## src/rtl/opb_pkg.sv

```systemverilog
// Shared definitions for the OPB bus master: FSM state encoding and the
// default byte stride between burst beats.
package opb_pkg;

    typedef enum logic [2:0] {
        IDLE     = 3'd0,
        RD_ISSUE = 3'd1,
        RD_CAPT  = 3'd2,
        RD_HOLD  = 3'd3,
        WR_WAIT  = 3'd4,
        WR_ISSUE = 3'd5,
        WR_RSP   = 3'd6
    } opb_state_e;

    localparam int unsigned OPB_ADDR_STEP = 4;

endpackage

```

## src/rtl/opb_master.sv

```systemverilog
// Command-driven OPB burst master: turns one read/write burst command into
// single-cycle RE/WE pulses on the decoder bus and returns a response stream.
module opb_master
    import opb_pkg::*;
#(
    parameter int          LEN_W     = 8,
    parameter int unsigned ADDR_STEP = OPB_ADDR_STEP
) (
    input  logic             OPB_CLK,
    input  logic             OPB_RST_N,
    input  logic             CMD_VALID,
    output logic             CMD_READY,
    input  logic             CMD_RNW,
    input  logic [31:0]      CMD_ADDR,
    input  logic [LEN_W-1:0] CMD_LEN,
    input  logic             WD_VALID,
    output logic             WD_READY,
    input  logic [31:0]      WD_DATA,
    output logic             RSP_VALID,
    input  logic             RSP_READY,
    output logic [31:0]      RSP_RDATA,
    output logic             RSP_LAST,
    output logic             OPB_RE,
    output logic             OPB_WE,
    output logic [31:0]      OPB_ADDR,
    output logic [31:0]      OPB_DI,
    input  logic [31:0]      OPB_DO,
    output logic             BUSY
);

    localparam logic [31:0] STEP = 32'(ADDR_STEP);

    opb_state_e       state_q, state_d;
    logic             rnw_q, rnw_d;
    logic [31:0]      addr_q, addr_d;
    logic [LEN_W-1:0] cnt_q, cnt_d;
    logic [31:0]      opb_addr_q, opb_addr_d;
    logic [31:0]      opb_di_q, opb_di_d;
    logic             opb_re_q, opb_re_d;
    logic             opb_we_q, opb_we_d;
    logic             rsp_valid_q, rsp_valid_d;
    logic [31:0]      rsp_rdata_q, rsp_rdata_d;
    logic             rsp_last_q, rsp_last_d;
    logic             cmd_ready_q, cmd_ready_d;
    logic             wd_ready_q, wd_ready_d;
    logic             busy_q, busy_d;

    logic             last_beat;
    logic             beat_done;

    assign last_beat = (cnt_q == '0);
    // A read beat ends when its response is taken; a write beat ends with its WE.
    assign beat_done = ((state_q == RD_HOLD) && rsp_valid_q && RSP_READY) ||
                       (state_q == WR_ISSUE);

    always_comb begin
        state_d     = state_q;
        rnw_d       = rnw_q;
        addr_d      = addr_q;
        cnt_d       = cnt_q;
        opb_addr_d  = opb_addr_q;
        opb_di_d    = opb_di_q;
        rsp_valid_d = rsp_valid_q;
        rsp_rdata_d = rsp_rdata_q;
        rsp_last_d  = rsp_last_q;

        case (state_q)
            IDLE: begin
                if (cmd_ready_q && CMD_VALID) begin
                    rnw_d  = CMD_RNW;
                    addr_d = CMD_ADDR;
                    cnt_d  = CMD_LEN;
                    if (CMD_RNW) begin
                        opb_addr_d = CMD_ADDR;
                        state_d    = RD_ISSUE;
                    end else begin
                        state_d    = WR_WAIT;
                    end
                end
            end
            RD_ISSUE: state_d = RD_CAPT;
            RD_CAPT: begin
                rsp_valid_d = 1'b1;
                rsp_rdata_d = OPB_DO;
                rsp_last_d  = last_beat;
                state_d     = RD_HOLD;
            end
            RD_HOLD: begin
                if (rsp_valid_q && RSP_READY) begin
                    rsp_valid_d = 1'b0;
                    rsp_last_d  = 1'b0;
                end
            end
            WR_WAIT: begin
                if (wd_ready_q && WD_VALID) begin
                    opb_di_d   = WD_DATA;
                    opb_addr_d = addr_q;
                    state_d    = WR_ISSUE;
                end
            end
            WR_ISSUE: begin
                if (last_beat) begin
                    rsp_valid_d = 1'b1;
                    rsp_rdata_d = '0;
                    rsp_last_d  = 1'b1;
                    state_d     = WR_RSP;
                end
            end
            WR_RSP: begin
                if (rsp_valid_q && RSP_READY) begin
                    rsp_valid_d = 1'b0;
                    rsp_last_d  = 1'b0;
                    state_d     = IDLE;
                end
            end
            default: state_d = IDLE;
        endcase

        if (beat_done) begin
            if (last_beat) begin
                if (rnw_q) begin
                    state_d = IDLE;
                end
            end else begin
                addr_d  = addr_q + STEP;
                cnt_d   = cnt_q - LEN_W'(1);
                state_d = rnw_q ? RD_ISSUE : WR_WAIT;
                if (rnw_q) begin
                    opb_addr_d = addr_q + STEP;
                end
            end
        end

        // Outputs are decoded from the next state so they line up with it.
        opb_re_d    = (state_d == RD_ISSUE);
        opb_we_d    = (state_d == WR_ISSUE);
        cmd_ready_d = (state_d == IDLE);
        wd_ready_d  = (state_d == WR_WAIT);
        busy_d      = (state_d != IDLE);
    end

    always_ff @(posedge OPB_CLK or negedge OPB_RST_N) begin
        if (!OPB_RST_N) begin
            state_q     <= IDLE;
            rnw_q       <= 1'b0;
            addr_q      <= '0;
            cnt_q       <= '0;
            opb_addr_q  <= '0;
            opb_di_q    <= '0;
            opb_re_q    <= 1'b0;
            opb_we_q    <= 1'b0;
            rsp_valid_q <= 1'b0;
            rsp_rdata_q <= '0;
            rsp_last_q  <= 1'b0;
            cmd_ready_q <= 1'b0;
            wd_ready_q  <= 1'b0;
            busy_q      <= 1'b0;
        end else begin
            state_q     <= state_d;
            rnw_q       <= rnw_d;
            addr_q      <= addr_d;
            cnt_q       <= cnt_d;
            opb_addr_q  <= opb_addr_d;
            opb_di_q    <= opb_di_d;
            opb_re_q    <= opb_re_d;
            opb_we_q    <= opb_we_d;
            rsp_valid_q <= rsp_valid_d;
            rsp_rdata_q <= rsp_rdata_d;
            rsp_last_q  <= rsp_last_d;
            cmd_ready_q <= cmd_ready_d;
            wd_ready_q  <= wd_ready_d;
            busy_q      <= busy_d;
        end
    end

    assign CMD_READY = cmd_ready_q;
    assign WD_READY  = wd_ready_q;
    assign RSP_VALID = rsp_valid_q;
    assign RSP_RDATA = rsp_rdata_q;
    assign RSP_LAST  = rsp_last_q;
    assign OPB_RE    = opb_re_q;
    assign OPB_WE    = opb_we_q;
    assign OPB_ADDR  = opb_addr_q;
    assign OPB_DI    = opb_di_q;
    assign BUSY      = busy_q;

endmodule

```

## config.mk

```make
export PLATFORM = sky130hd
export DESIGN_NAME = opb_master
export DESIGN_NICKNAME = d
export VERILOG_FILES = /design/src/rtl/opb_pkg.sv /design/src/rtl/opb_master.sv
export SDC_FILE = /design/constraint.sdc
export NUM_CORES = 1
export LEC_CHECK = 0
export CORE_AREA = 2 2 125 127
export CTS_BUF_LIST = sky130_fd_sc_hd__clkbuf_8
export DETAILED_ROUTE_END_ITERATION = 12
export DIE_AREA = 0 0 127 129
export PLACE_DENSITY = 0.82
export REMOVE_ABC_BUFFERS = 1
export SKIP_CTS_REPAIR_TIMING = 1
export SYNTH_ARGS = -nofsm -noshare
export SYNTH_HDL_FRONTEND = slang
export SYNTH_SLANG_ARGS = --single-unit
```

## constraint.sdc

```tcl
create_clock -name OPB_CLK -period 2.8 [get_ports OPB_CLK]
set_input_delay 0.56 -clock OPB_CLK [delete_from_list [all_inputs] [get_ports OPB_CLK]]
set_output_delay 0.56 -clock OPB_CLK [all_outputs]
set_load 0.1 [all_outputs]
```

==> results.md <==
* Met3 Use GR at 4.53%
* Diodes inserted at 0
* Worst path arrival time at just under 3 ns
* Pre-CTS WS at 0.194 ns
* Number of synthesized flops with an enable pin at 0
* Crit path kind: reg -> reg
* Worst slew pin tran at 0.892 ns
* Fillers at between 1000 and 1500
* DPL Wire Length at 14500 um
* Largest net degree at the start of global routing at 66
* Clk slew on worst S/H paths at 0.09 ns
* Final hold vios at 0
* Clock Sink Count at 147
* Top cell type's share of synthesized area at 50.6%
* Number of max-cap violations at 0
* CTS root buffer: clkbuf_8
* First-pass GRT wire length at 32800 um
* Total number of vias at 6538
* Die Wd at ~130 um
* H-tree depth at 4
* Area Growth Syn to Fin at 33.2%
* Layout cells sized above 1 at 19.6%
* Synth top cells by count: 147 x dfrtp_1, 127 x nand2_1, 60 x a22o_1
* Synth unique cells at 61
* Hold Crit Class: in -> async
* Most numerous cell in the Yosys netlist: dfrtp_1
* Port bufs at 212
* Num CTS Buffers at 17
* Crit-path slowest cell: or4b_1
* Startpoint types: register
* Syn avg cell area at a little under 10 um2
* Grt ovf at 0
* #FFs+latches synth at approximately 150
* Die area at 0.0164 mm2
* Ys Warns at 0
* Final WS setup at 0.192 ns
* I/O pin count at 213
* Top cells by area, synth: dfrtp_1 51%, a22o_1 7.2%, nand2_1 6.6%
* CP max FO at 21
* Buf/Inv on CP at 1
* Crit share post-route at 93.2%
* Relative slew slack at 40.5%
* Core Area at about 0.015 mm2
* Avg Vias per Cell at approximately 5.8
* Synth Instances at 744
* Max Slew Vio Count at 0
* DP Area at slightly above 0.009 mm2
* Cell area after synthesis at between 0.007 and 0.008 mm2
* Main flop type after synthesis: dfrtp_1
* DRC at 0
* Final clock skew at 0.0127 ns
* Critical path, cell by cell: inv_1 > ha_1 > or4b_1 > o221a_4 > nor2_4 > nor2_1 > o221a_2
* WP data required at ~3.1 ns
* Routed Antenna Nets at 0
* CTS Buffer Depth at 2
* Setup violators final at 0
* Post-Route WL at 20500 um
* Outcome: complete, no violations
* Asr flop ratio synth at 100%
* Final min period at about 2.6 ns
* TritonRoute pass-1 iters at 5
* Clk_lat worst skew at 0.45 ns
* Antenna violations before repair at 0
* Post-synthesis sequential area ratio at between 50% and 60%
* Crit end category: register
* CTS tree: done
* GR met2 Demand/Resource at 42.1%
* Grt met1 use at 33.6%
* Row count at 45
* Total track usage at 25.2%
* RSZ-0062 raised after global routing: false
* Cell taking the most area after synthesis: dfrtp_1
* Nets at 1042
* Gr busiest metal: met2
* Post-route cell area at 0.00969 mm2
* CP top delay family: simple AND/OR/NAND/NOR gates
* Initial core utilization at around half
* Crit-path max cell delay at ~0.6 ns
* DRT iter0 DRCs at roughly 420
* Placer Congestion at 0.843
* WL/cell at 18.1 um
* Die H at about 130 um
* Peak Freq at 383 MHz
* Vias in the first global route at 6282
through the flow:
stage	cells	hold slack (ns)	setup TNS (ns)	util (%)
finish	1131	0.0361	0	64.7
CTS	1131	0.0327	0	64.7
global route	1131	0.0531	0	64.7
global placement	1099	0.457	0	61.7
floorplan	677	0.264	-106.97	-
detailed placement	1099	0.457	0	61.7
per-layer routing:
| layer | routed length [um] | vias to the layer above |
|---|---|---|
| met5 | 0 | - |
| met2 | 9960 | 231 |
| met1 | 8990 | 3192 |
| met4 | 335 | 0 |
| li1 | - | 3088 |
| met3 | 1220 | 27 |
cell type report:
class,instances,area [um2],share of cell area [%]
Clock buffer,17,234,2.42
Clock inverter,15,205,2.12
Inverter,12,45.0,0.465
Multi-Input combinational cell,518,3220,33.2
Sequential cell,147,3680,38.0
Tap cell,188,235,2.43
Timing Repair Buffer,234,2070,21.4
flip-flops by register name, indices dropped and copies added, names as in the netlist:
name,flops
addr_q,32
RSP_VALID,1
OPB_ADDR,32
RSP_RDATA,32
OPB_DI,32
RSP_LAST,1
WD_READY,1
BUSY,1
rnw_q,1
cnt_q,8
OPB_WE,1
OPB_RE,1
state_q,3
CMD_READY,1
cell families after synthesis:
kind of cell / Yosys count / synth area share (%)
buffers and inverters: 79 / 5.52
AO/OA/AOI/OAI: 233 / 23.5
XOR/XNOR: 27 / 3.25
multiplexers: 5 / 0.722
flip-flops: 147 / 50.6
adder cells (fa/ha/maj): 3 / 0.482
AND/OR/NAND/NOR: 250 / 15.9
cells in the final DEF, fill, tap and decap left out, drive strengths merged, types with 21 or more instances in the layout:
master	synthesis	routed
a211oi	32	32
nand3	23	23
dfrtp	147	147
buf	33	126
clkdlybuf4s50	0	108
a22o	60	60
nor2	37	37
o21ai	28	28
xnor2	21	21
nand2	127	127
a21oi	53	53
path summary, 6_finish.rpt:
path                           start  cells after the start    endpoint  slack (ns)
max reg2reg                 cnt_q[0]                      7    cnt_q[4]        0.19
min                        OPB_RST_N                      1  OPB_DI[15]        0.04
min in group OPB_CLK       addr_q[1]                      2   addr_q[1]        0.48
max in group asynchronous  OPB_RST_N                      2       rnw_q        2.06
max                         cnt_q[0]                      7    cnt_q[4]        0.19
min reg2reg                addr_q[1]                      2   addr_q[1]        0.48
Power is left out: the tool's default activity adds up to more than one toggle a clock period on the data nets, which glitch-free logic cannot reach.
